File: src/rtl/synth_seq_gen_if.sv
// Bundle of control inputs and slot outputs between the sweep sequencer and its consumers.
// Latency: none (wires only).
// Backpressure: none; consumers must accept every strobe.
//
// Ports grouped here:
//   trig, free_run, env_div, ovr_clr      : control into the sequencer
//   env_en, osc_en, xxxx, chan            : slot strobes and index out of the sequencer
//   run, xxxx_zero, xxxx_top, sweep_done  : status out of the sequencer
//   overrun                               : sticky trigger-during-sweep flag
interface synth_seq_gen_if #(
  parameter int V_WIDTH   = 5,
  parameter int E_WIDTH   = 3,
  parameter int CH_WIDTH  = 1,
  parameter int DIV_WIDTH = 8
);
  logic                         trig;
  logic                         free_run;
  logic [DIV_WIDTH-1:0]         env_div;
  logic                         ovr_clr;
  logic                         env_en;
  logic                         osc_en;
  logic [V_WIDTH+E_WIDTH-1:0]   xxxx;
  logic [CH_WIDTH-1:0]          chan;
  logic                         run;
  logic                         xxxx_zero;
  logic                         xxxx_top;
  logic                         sweep_done;
  logic                         overrun;

  // Sequencer side.
  modport master (
    input  trig, free_run, env_div, ovr_clr,
    output env_en, osc_en, xxxx, chan, run, xxxx_zero, xxxx_top, sweep_done, overrun
  );

  // Trigger source / pipeline side.
  modport slave (
    output trig, free_run, env_div, ovr_clr,
    input  env_en, osc_en, xxxx, chan, run, xxxx_zero, xxxx_top, sweep_done, overrun
  );
endinterface

File: src/rtl/synth_seq_gen.sv
// Single-clock sweep sequencer: walks {voice, env} over all channels with programmable enable strobes.
// Latency: trig sampled high at edge E gives run=1 after edge E+3; first env_en env_div cycles later.
// Backpressure: none; strobes are free-running once a sweep starts, consumers must keep up.
//
// Ports:
//   AUDIO_CLK  : sole clock, rising edge
//   reset_reg  : synchronous active-high reset
//   bus        : synth_seq_gen_if.master (trig/free_run/env_div/ovr_clr in;
//                env_en/osc_en/xxxx/chan/run/xxxx_zero/xxxx_top/sweep_done/overrun out)
module synth_seq_gen #(
  parameter int VOICES         = 32,
  parameter int V_ENVS         = 8,
  parameter int V_WIDTH        = 5,
  parameter int E_WIDTH        = 3,
  parameter int SYNTH_CHANNELS = 1,
  parameter int CH_WIDTH       = 1,
  parameter int DIV_WIDTH      = 8,
  parameter int OSC_SHIFT      = 1
) (
  input  logic             AUDIO_CLK,
  input  logic             reset_reg,
  synth_seq_gen_if.master  bus
);

  localparam int                  IDX_W   = V_WIDTH + E_WIDTH;
  localparam logic [IDX_W-1:0]    IDX_TOP = IDX_W'(VOICES * V_ENVS - 1);
  localparam logic [CH_WIDTH-1:0] CH_LAST = CH_WIDTH'(SYNTH_CHANNELS - 1);

  typedef enum logic {
    IDLE = 1'b0,
    RUN  = 1'b1
  } state_t;

  state_t               state;
  state_t               state_nxt;

  logic                 trig_s1;
  logic                 trig_s2;
  logic                 trig_d;
  logic                 trig_rise;

  logic [DIV_WIDTH-1:0] div_cnt;
  logic [DIV_WIDTH-1:0] env_div_l;
  logic                 free_run_l;
  logic [IDX_W-1:0]     xxxx_q;
  logic [CH_WIDTH-1:0]  chan_q;
  logic                 sweep_done_q;
  logic                 overrun_q;

  logic                 start;
  logic                 restart;
  logic                 env_en;
  logic                 osc_en;
  logic                 sweep_end;
  logic                 idx_top;

  // ---------------------------------------------------------------------------
  // Trigger conditioning. The synchroniser and edge flop reset to 1 so a trig
  // held high across reset looks like "already high" rather than a new edge.
  // The rise is registered so the FSM sees it three edges after first sample.
  // ---------------------------------------------------------------------------
  always_ff @(posedge AUDIO_CLK) begin
    if (reset_reg) begin
      trig_s1   <= 1'b1;
      trig_s2   <= 1'b1;
      trig_d    <= 1'b1;
      trig_rise <= 1'b0;
    end else begin
      trig_s1   <= bus.trig;
      trig_s2   <= trig_s1;
      trig_d    <= trig_s2;
      trig_rise <= trig_s2 & ~trig_d;
    end
  end

  assign idx_top = (xxxx_q == IDX_TOP);

  // ---------------------------------------------------------------------------
  // FSM state register.
  // ---------------------------------------------------------------------------
  always_ff @(posedge AUDIO_CLK) begin
    if (reset_reg) begin
      state <= IDLE;
    end else begin
      state <= state_nxt;
    end
  end

  // ---------------------------------------------------------------------------
  // Next state and strobes. A trigger in the sweep_done cycle is treated as an
  // overrun even in burst mode (where the FSM is already back in IDLE), so it
  // must not also start a sweep.
  // ---------------------------------------------------------------------------
  always_comb begin
    state_nxt = state;
    start     = 1'b0;
    restart   = 1'b0;
    env_en    = 1'b0;
    sweep_end = 1'b0;
    case (state)
      IDLE: begin
        if (trig_rise && !sweep_done_q) begin
          start     = 1'b1;
          state_nxt = RUN;
        end
      end
      RUN: begin
        env_en    = (div_cnt == env_div_l);
        sweep_end = env_en && idx_top && (chan_q == CH_LAST);
        if (sweep_end) begin
          if (free_run_l) begin
            restart = 1'b1;
          end else begin
            state_nxt = IDLE;
          end
        end
      end
      default: state_nxt = IDLE;
    endcase
  end

  // Oscillator strobe fires on every 2**OSC_SHIFT-th slot, aligned to index 0.
  generate
    if (OSC_SHIFT == 0) begin : g_osc_all
      assign osc_en = env_en;
    end else begin : g_osc_div
      assign osc_en = env_en && (xxxx_q[OSC_SHIFT-1:0] == '0);
    end
  endgenerate

  // ---------------------------------------------------------------------------
  // Datapath. The counter restarts at 0 on every env_en, so the sweep_done cycle
  // of a free-run restart is already the first count of the next spacing and the
  // boundary gap matches the intra-sweep gap. The index wraps to 0 naturally on
  // the last slot, leaving both modes at xxxx=0, chan=0 after a sweep.
  // ---------------------------------------------------------------------------
  always_ff @(posedge AUDIO_CLK) begin
    if (reset_reg) begin
      div_cnt      <= '0;
      env_div_l    <= '0;
      free_run_l   <= 1'b0;
      xxxx_q       <= '0;
      chan_q       <= '0;
      sweep_done_q <= 1'b0;
      overrun_q    <= 1'b0;
    end else begin
      sweep_done_q <= sweep_end;

      if (start || restart) begin
        env_div_l  <= bus.env_div;
        free_run_l <= bus.free_run;
      end

      if (start) begin
        div_cnt <= '0;
      end else if (state == RUN) begin
        div_cnt <= env_en ? '0 : div_cnt + DIV_WIDTH'(1);
      end

      if (start) begin
        xxxx_q <= '0;
        chan_q <= '0;
      end else if (env_en) begin
        if (idx_top) begin
          xxxx_q <= '0;
          chan_q <= (chan_q == CH_LAST) ? '0 : chan_q + CH_WIDTH'(1);
        end else begin
          xxxx_q <= xxxx_q + IDX_W'(1);
        end
      end

      // Set beats clear when both happen in one cycle.
      if (trig_rise && ((state == RUN) || sweep_done_q)) begin
        overrun_q <= 1'b1;
      end else if (bus.ovr_clr) begin
        overrun_q <= 1'b0;
      end
    end
  end

  assign bus.env_en     = env_en;
  assign bus.osc_en     = osc_en;
  assign bus.xxxx       = xxxx_q;
  assign bus.chan       = chan_q;
  assign bus.run        = (state == RUN);
  assign bus.xxxx_zero  = (xxxx_q == '0);
  assign bus.xxxx_top   = idx_top;
  assign bus.sweep_done = sweep_done_q;
  assign bus.overrun    = overrun_q;

endmodule
File: src/flat_wrapper.sv
// flat-port wrapper written by rule: the top's interface ports become plain ports
module synth_seq_gen_flat 
#(
  parameter int VOICES         = 32,
  parameter int V_ENVS         = 8,
  parameter int V_WIDTH        = 5,
  parameter int E_WIDTH        = 3,
  parameter int SYNTH_CHANNELS = 1,
  parameter int CH_WIDTH       = 1,
  parameter int DIV_WIDTH      = 8,
  parameter int OSC_SHIFT      = 1
)
  (AUDIO_CLK, reset_reg, bus_trig, bus_free_run, bus_env_div, bus_ovr_clr, bus_env_en, bus_osc_en, bus_xxxx, bus_chan, bus_run, bus_xxxx_zero, bus_xxxx_top, bus_sweep_done, bus_overrun);
  synth_seq_gen_if #(.V_WIDTH(V_WIDTH), .E_WIDTH(E_WIDTH), .CH_WIDTH(CH_WIDTH), .DIV_WIDTH(DIV_WIDTH)) bus_i ();
  input  logic AUDIO_CLK;
  input  logic reset_reg;
  input wire logic [$bits(bus_i.trig)-1:0] bus_trig;
  input wire logic [$bits(bus_i.free_run)-1:0] bus_free_run;
  input wire logic [$bits(bus_i.env_div)-1:0] bus_env_div;
  input wire logic [$bits(bus_i.ovr_clr)-1:0] bus_ovr_clr;
  output wire logic [$bits(bus_i.env_en)-1:0] bus_env_en;
  output wire logic [$bits(bus_i.osc_en)-1:0] bus_osc_en;
  output wire logic [$bits(bus_i.xxxx)-1:0] bus_xxxx;
  output wire logic [$bits(bus_i.chan)-1:0] bus_chan;
  output wire logic [$bits(bus_i.run)-1:0] bus_run;
  output wire logic [$bits(bus_i.xxxx_zero)-1:0] bus_xxxx_zero;
  output wire logic [$bits(bus_i.xxxx_top)-1:0] bus_xxxx_top;
  output wire logic [$bits(bus_i.sweep_done)-1:0] bus_sweep_done;
  output wire logic [$bits(bus_i.overrun)-1:0] bus_overrun;
  assign bus_i.trig = bus_trig;
  assign bus_i.free_run = bus_free_run;
  assign bus_i.env_div = bus_env_div;
  assign bus_i.ovr_clr = bus_ovr_clr;
  assign bus_env_en = bus_i.env_en;
  assign bus_osc_en = bus_i.osc_en;
  assign bus_xxxx = bus_i.xxxx;
  assign bus_chan = bus_i.chan;
  assign bus_run = bus_i.run;
  assign bus_xxxx_zero = bus_i.xxxx_zero;
  assign bus_xxxx_top = bus_i.xxxx_top;
  assign bus_sweep_done = bus_i.sweep_done;
  assign bus_overrun = bus_i.overrun;
  synth_seq_gen #(.VOICES(VOICES), .V_ENVS(V_ENVS), .V_WIDTH(V_WIDTH), .E_WIDTH(E_WIDTH), .SYNTH_CHANNELS(SYNTH_CHANNELS), .CH_WIDTH(CH_WIDTH), .DIV_WIDTH(DIV_WIDTH), .OSC_SHIFT(OSC_SHIFT)) u_core (.AUDIO_CLK(AUDIO_CLK), .reset_reg(reset_reg), .bus(bus_i));
endmodule
File: config.mk
export PLATFORM = sky130hd
export DESIGN_NAME = synth_seq_gen_flat
export DESIGN_NICKNAME = d
export VERILOG_FILES = /design/src/rtl/synth_seq_gen_if.sv /design/src/rtl/synth_seq_gen.sv /design/src/flat_wrapper.sv
export SDC_FILE = /design/constraint.sdc
export NUM_CORES = 1
export LEC_CHECK = 0
export CORE_UTILIZATION = 30
export DETAILED_ROUTE_END_ITERATION = 10
export PLACE_DENSITY = 0.59
export SLEW_MARGIN = 5
export SYNTH_ARGS = -nofsm -noshare
export SYNTH_HDL_FRONTEND = slang
export SYNTH_SLANG_ARGS = --single-unit
File: constraint.sdc
create_clock -name AUDIO_CLK -period 2.2 [get_ports AUDIO_CLK]
set_input_delay 0.55 -clock AUDIO_CLK [delete_from_list [all_inputs] [get_ports AUDIO_CLK]]
set_output_delay 0.55 -clock AUDIO_CLK [all_outputs]
set_load 0.02 [all_outputs]
==> results of run 1 <==
==> placed cells by master (no fill, tap or decap), types with 2 or more instances in the layout <==
master	n
buf_4	29
and3_1	2
o21ai_1	3
a21oi_1	13
xor2_2	2
o21ai_0	2
nor3_1	7
and2_1	3
xor2_1	8
clkbuf_8	5
dfxtp_2	3
mux2i_1	8
dlygate4sd2_1	2
clkdlybuf4s50_1	23
ha_1	3
a31oi_1	2
nand3_1	5
nor2_1	5
or2_2	3
or3_1	3
inv_1	6
nand2_1	28
dfxtp_1	29
or4_1	3
o31ai_1	2
nand4_1	4
xnor2_1	3
==> per-stage QoR <==
| step | setup TNS (ns) | utilization, % | instances | power [W] | area [um^2] |
|---|---|---|---|---|---|
| after detailed placement | -0.289 | 41.9 | 282 | 0.000679 | 1990 |
| final | 0 | 44.8 | 293 | 0.00109 | 2130 |
| after global routing | -0.0399 | 44.8 | 293 | 0.00115 | 2130 |
| after CTS | 0 | 43.8 | 292 | 0.00111 | 2080 |
| after global placement | -0.245 | 41.9 | 282 | 0.000679 | 1990 |
| after floorplan | 0 | - | 171 | 0.000639 | 1500 |
==> critical path, cell delays in order (launching register included) <==
cell and delay, ns:
dfxtp_2 0.34, xor2_2 0.17, nor4_2 0.34, nand3_2 0.18, nor2_2 0.16, buf_6 0.12
==> how the worst max path moves through the flow <==
stage / from / endpoint / slack (ns) / depth (start not counted)
after CTS: u_core.env_div_l[4] / bus_osc_en / 0.03 / 5
after detailed placement: u_core.env_div_l[2] / bus_osc_en / -0.15 / 5
after global placement: u_core.env_div_l[2] / bus_osc_en / -0.12 / 5
final: u_core.div_cnt[2] / bus_osc_en / 0.06 / 5
after global routing: u_core.div_cnt[2] / bus_osc_en / -0.04 / 5
after floorplan: u_core.div_cnt[3] / bus_osc_en / 0.19 / 5
==> layer usage <==
metal	part of all wire (%)	routed length, um	GRT usage (%)	up-vias
met5	0	0	0	-
met4	1.1	35	5.45	0
met3	4.3	137	4.97	4
met2	47	1510	22.6	35
met1	48	1530	17.7	615
li1	-	-	-	698
==> timing repair <==
action                                  CTS  global route
pin swaps                                 3             5
buffers inserted                          3             1
resized for setup                        11            11
hold buffers                              0             0
endpoints found under the setup margin    4             3
==> flip-flops by register name, indices dropped and copies added, names as in the netlist <==
register and flops:
u_core.bus.overrun 1, u_core.bus.run 1, u_core.bus.sweep_done 1, u_core.bus.xxxx 8
u_core.div_cnt 8, u_core.env_div_l 8, u_core.free_run_l 1, u_core.trig_d 1
u_core.trig_rise 1, u_core.trig_s1 1, u_core.trig_s2 1
==> cells by family after synthesis <==
| kind of cell | Yosys count | share of synthesized area [%] |
|---|---|---|
| AOI/OAI and AO/OA | 25 | 9.67 |
| adders and majority gates | 3 | 2.50 |
| other | 1 | 0.250 |
| xor gates and xnor gates | 13 | 7.59 |
| DFF | 32 | 42.7 |
| muxes | 8 | 5.34 |
| buffers and inverters | 15 | 4.92 |
| and+or+nand+nor | 74 | 27.0 |
==> cell type report <==
type                            instances  area [um^2]
Timing Repair Buffer                   55          477
Clock buffer                            5         68.8
Fill cell                             498         2630
Multi-Input combinational cell        124          813
Tap cell                               67         83.8
Clock inverter                          2         12.5
Inverter                                8         30.0
Sequential cell                        32          644
==> power by group through the flow <==
| stage | Combinational, W | Sequential, W | Clock (W) |
|---|---|---|---|
| global placement | 0.0000779 | 0.000601 | 0 |
| global route | 0.0000911 | 0.000589 | 0.000466 |
| floorplan | 0.0000369 | 0.000602 | 0 |
| CTS | 0.0000795 | 0.000588 | 0.000438 |
| finish | 0.0000824 | 0.000588 | 0.000421 |
| detailed placement | 0.0000773 | 0.000601 | 0 |
==> impl_results.md, run 1 <==
- Outcome: finished, final reports clean
- Hold Crit Depth: 1
- Starting density of the core: 31.6%
- Hold Vio Cnt, Final: 0
- Antenna cells: 0
- Hold path endpoint: u_core.trig_rise
- Fin crit share: 97.3%
- R2R Path Start: u_core.div_cnt[2]
- Switching Share: 22.7%
- Chip Height: 72.7 um
- Number of setup violations in the final report: 0
- Synth area leaders: dfxtp_1 (43%), nand2_1 (7.0%), xor2_1 (5.8%), mux2i_1 (5.3%), a21oi_1 (4.3%)
- Reg2Reg Depth: 7
- Initial antenna violation count: 0
- Die X: 72.7 um
- Hold Crit Class: reg2reg
- Number of flops mapped to enable cells by yosys: 0
- Max cap viols: 0
- Share of layout cells above drive strength 1: 23.5%
- Crit-path max FO: 3
- Routed WL: 3210 um
- IO Port Bufs: 27
- Leading area contributor after synthesis: dfxtp_1
- Mean post-synth cell area: 8.77 um^2
- ANT nets after route: 0
- # DRC: 0
- Pins over their slew limit: 0
- Critical Path RT: 1.65 ns
- Critical Path End Type: output port
- Worst R2R End: u_core.bus.xxxx[4]
- Ys Warns: 0
- Iter 0 DRT Violations: 39
- Largest net degree at the start of global routing: 18
- Final worst setup slack: 0.0603 ns
- Nets: 242
- Min Tclk post-route: 2.14 ns
- Top cells by count, synth: dfxtp_1 (32), nand2_1 (28), a21oi_1 (13)
- Min Hold Slack: 0.388 ns
- Clk pwr share: 38.6%
- First-pass GRT wire length: 5710 um
- Gate power share: 7.5%
- RSZ-0062 raised after global routing: yes
- CTS tree: done
- Post-DP HPWL: 2420 um
- Vias per inst: 4.61
- GRT Util Overall: 14.2%
- Num CTS Buffers: 5
- Layout area overhead: 42.0%
- FF+latch count, synth: 32
- Placer Congestion: 0.735
- Synth Cell Area: 1500 um^2
- Distinct cell type count after synthesis: 39
- Overflow after GRT: 0
- P_leak: 0.935 nW
- Register area share after synthesis: 42.7%
- Ys async rst share: 0%
- Worst EP arrival: 1.59 ns
- Latest clock arrival within the worst-skew pair: 0.28 ns
- Setup Skew: 0.00406 ns
- Switching pwr: 0.000248 W
- Max Clock Freq: 0.467 GHz
- CTS sink count: 32
- Core Footprint: 4750 um^2
- Gate Count Post-Synth: 171
- Flop-to-flop setup slack: 0.15 ns
- Crit Path Category: reg2out
- Count leader, synth: dfxtp_1
- Sequential share of power: 53.9%
- Main synth FF type: dfxtp_1
- Pre-antenna DRT Iters: 4
- Vias: 1352
- Post-Place Worst Slack: -0.151 ns
- Hold Crit Start: u_core.trig_d
- Max IR drop VDD: 0.000324 V
- Internal power consumption: 0.000844 W
- Clk pin slew, worst setup/hold paths: 0.07 ns
- Root buf cell: clkbuf_8
- Setup crit start kind: register
- WL per Instance: 11.0 um
- Pwr/cell area: 513 nW/um^2
- H-tree depth: 2
- Synth top area share: 42.7%
- Vias in the first global route: 1265
- Clk buf depth: 2
- Core Rows: 25
- I/O pin cnt: 29
- Die area: 5290 um^2
- Syn nets: 187
Power figures use the tool's default switching activity.
==> inputs of run 2 (changes only) <==
--- a/config.mk
+++ b/config.mk
@@ -6,6 +6,7 @@
 export NUM_CORES = 1
 export LEC_CHECK = 0
 export CORE_UTILIZATION = 30
+export CTS_CLUSTER_DIAMETER = 150
 export DETAILED_ROUTE_END_ITERATION = 10
 export PLACE_DENSITY = 0.59
 export SLEW_MARGIN = 5
==> results of run 2 <==
The final DEF is identical to that of run 1; final timing and power are the same.
==> inputs of run 3 (changes only) <==
--- a/config.mk
+++ b/config.mk
@@ -8,7 +8,9 @@
 export CORE_UTILIZATION = 30
 export CTS_CLUSTER_DIAMETER = 150
 export DETAILED_ROUTE_END_ITERATION = 10
+export GPL_TIMING_DRIVEN = 0
 export PLACE_DENSITY = 0.59
+export SKIP_LAST_GASP = 1
 export SLEW_MARGIN = 5
 export SYNTH_ARGS = -nofsm -noshare
 export SYNTH_HDL_FRONTEND = slang
==> run 3 against run 2 <==
  * The run now ends with negative setup slack left
  * Worst setup slack lost 0.14 ns
  * Power grew 12%
  * Combinational power shrank 2.5%
  * Register-to-register slack is essentially flat
  * Clock skew grew 0.0015 ns
  * Routed wire length shrank 0.19%
  * First-iteration DRC count shrank 5.1%
  * Die area is the same
  * Maximum frequency shrank 6.1%
  * Cell area shrank 3.5%
  * Highest routed layer unchanged
==> impl_results.md, run 3 (same netlist as run 1, synthesis figures left out) <==
- Outcome: finished with violations
- Violated checks: negative setup slack
- CTS sink count: 32
- H-tree depth: 2
- Num CTS Buffers: 5
- Nets: 228
- Setup Skew: 0.00560 ns
- Placer Congestion: 0.769
- Hold Crit Start: u_core.trig_d
- Hold Vio Cnt, Final: 0
- Worst EP arrival: 1.73 ns
- Initial antenna violation count: 0
- Min Tclk post-route: 2.28 ns
- Clk pin slew, worst setup/hold paths: 0.07 ns
- DP Area: 1850 um^2
- I/O pin cnt: 29
- Number of setup violations in the final report: 2
- ANT nets after route: 0
- Post-Layout Inst Area: 2060 um^2
- IO Port Bufs: 27
- Fin crit share: 104%
- Critical Path End Type: output port
- Max cap viols: 0
- Setup Total Neg Slack: -0.154 ns
- Die area: 5290 um^2
- Post-DP HPWL: 2180 um
- Crit-path max cell delay: 0.38 ns
- Crit Path Category: reg2out
- Layout area overhead: 37.0%
- Latest clock arrival within the worst-skew pair: 0.28 ns
- Critical path launch point: u_core.div_cnt[3]
- Hold Crit Class: reg2reg
- Chip Height: 72.7 um
- Die X: 72.7 um
- Routed WL: 3210 um
- WL per Instance: 11.5 um
- Min Hold Slack: 0.387 ns
- CTS tree: done
- Reg2Reg Depth: 7
- RSZ-0062 raised after global routing: yes
- Antenna cells: 0
- Pre-antenna DRT Iters: 4
- Pwr/cell area: 593 nW/um^2
- GRT Util Overall: 13.6%
- Max Clock Freq: 0.439 GHz
- Share of layout cells above drive strength 1: 22.1%
- Vias in the first global route: 1171
- Largest net degree at the start of global routing: 11
- Hold Crit Depth: 1
- Max IR drop VDD: 0.000301 V
- Iter 0 DRT Violations: 37
- Core Rows: 25
- Vias: 1302
- Starting density of the core: 31.6%
- Core Footprint: 4750 um^2
- Critical Path RT: 1.65 ns
- P_leak: 0.868 nW
- Final core occ: 43.2%
- Commonest non-fill, non-tap cell in the layout: nand2_1
- First-pass GRT wire length: 5330 um
- Overflow after GRT: 0
- Post-Place Worst Slack: -0.421 ns
- Setup crit start kind: register
- # DRC: 0
- Worst path cell trace: xor2_2, nor4_2, nand3_2, inv_2, buf_6, buf_4
- Vias per inst: 4.65
- CP max-delay cell: nor4_2
- Fillers: 508
- Clk buf depth: 2
- Root buf cell: clkbuf_8
- Pins over their slew limit: 0
- R2R Path Start: u_core.div_cnt[3]
- Most frequent cells in the layout: nand2_1 (28), clkdlybuf4s50_1 (23), dfxtp_1 (21), a21oi_1 (13)
- Final worst setup slack: -0.0778 ns
- Crit-path max FO: 10
## run 3: power breakdown
part	switching (W)	internal (W)
Combinational	0.0000373	0.0000430
Sequential	0.00000377	0.000584
Clock	0.000215	0.000336
Total	0.000256	0.000962
## run 3: cell type report
type	instances	area, um^2	area share (%)
multi-input cells	124	805	39.1
flip-flops and latches	32	657	32.0
repair buffers	35	327	15.9
well taps	67	83.8	4.08
clock buffers	6	72.6	3.53
plain buffers	6	46.3	2.25
clock inverters	2	35.0	1.70
inverters	8	30.0	1.46
## run 3: final timing paths
kind | endpoint | slack (ns)
setup / recovery | bus_env_en | -0.08
hold / removal | u_core.trig_rise | 0.39
setup reg to reg | u_core.bus.xxxx[4] | 0.16
hold reg to reg | u_core.trig_rise | 0.39
## run 3: through the flow
| step | total power, W | std cells |
|---|---|---|
| after floorplan | 0.000639 | 171 |
| after global placement | 0.000674 | 265 |
| after detailed placement | 0.000674 | 265 |
| after CTS | 0.00124 | 277 |
| after global routing | 0.00128 | 280 |
| final | 0.00122 | 280 |
## run 3: routing by layer
layer	global-route usage, %	vias to the layer above	part of all wire (%)
li1	-	670	-
met1	16.6	597	47
met2	21.1	28	47
met3	5.80	7	4.7
met4	5.23	0	1.4
met5	0	-	0
## run 3: worst max-delay path, delay by kind of cell (launching register included)
family,cells,cell delay [ns]
xor gates and xnor gates,1,0.18
buffers and inverters,3,0.36
and+or+nand+nor,2,0.54
DFF,1,0.36
## run 3: what timing repair did
item / in CTS / in global routing
endpoints found under the setup margin: 4 / 13
resized for setup: 26 / 14
buffers inserted: 4 / 4
hold buffers: 0 / 0
pin swaps: 3 / 5
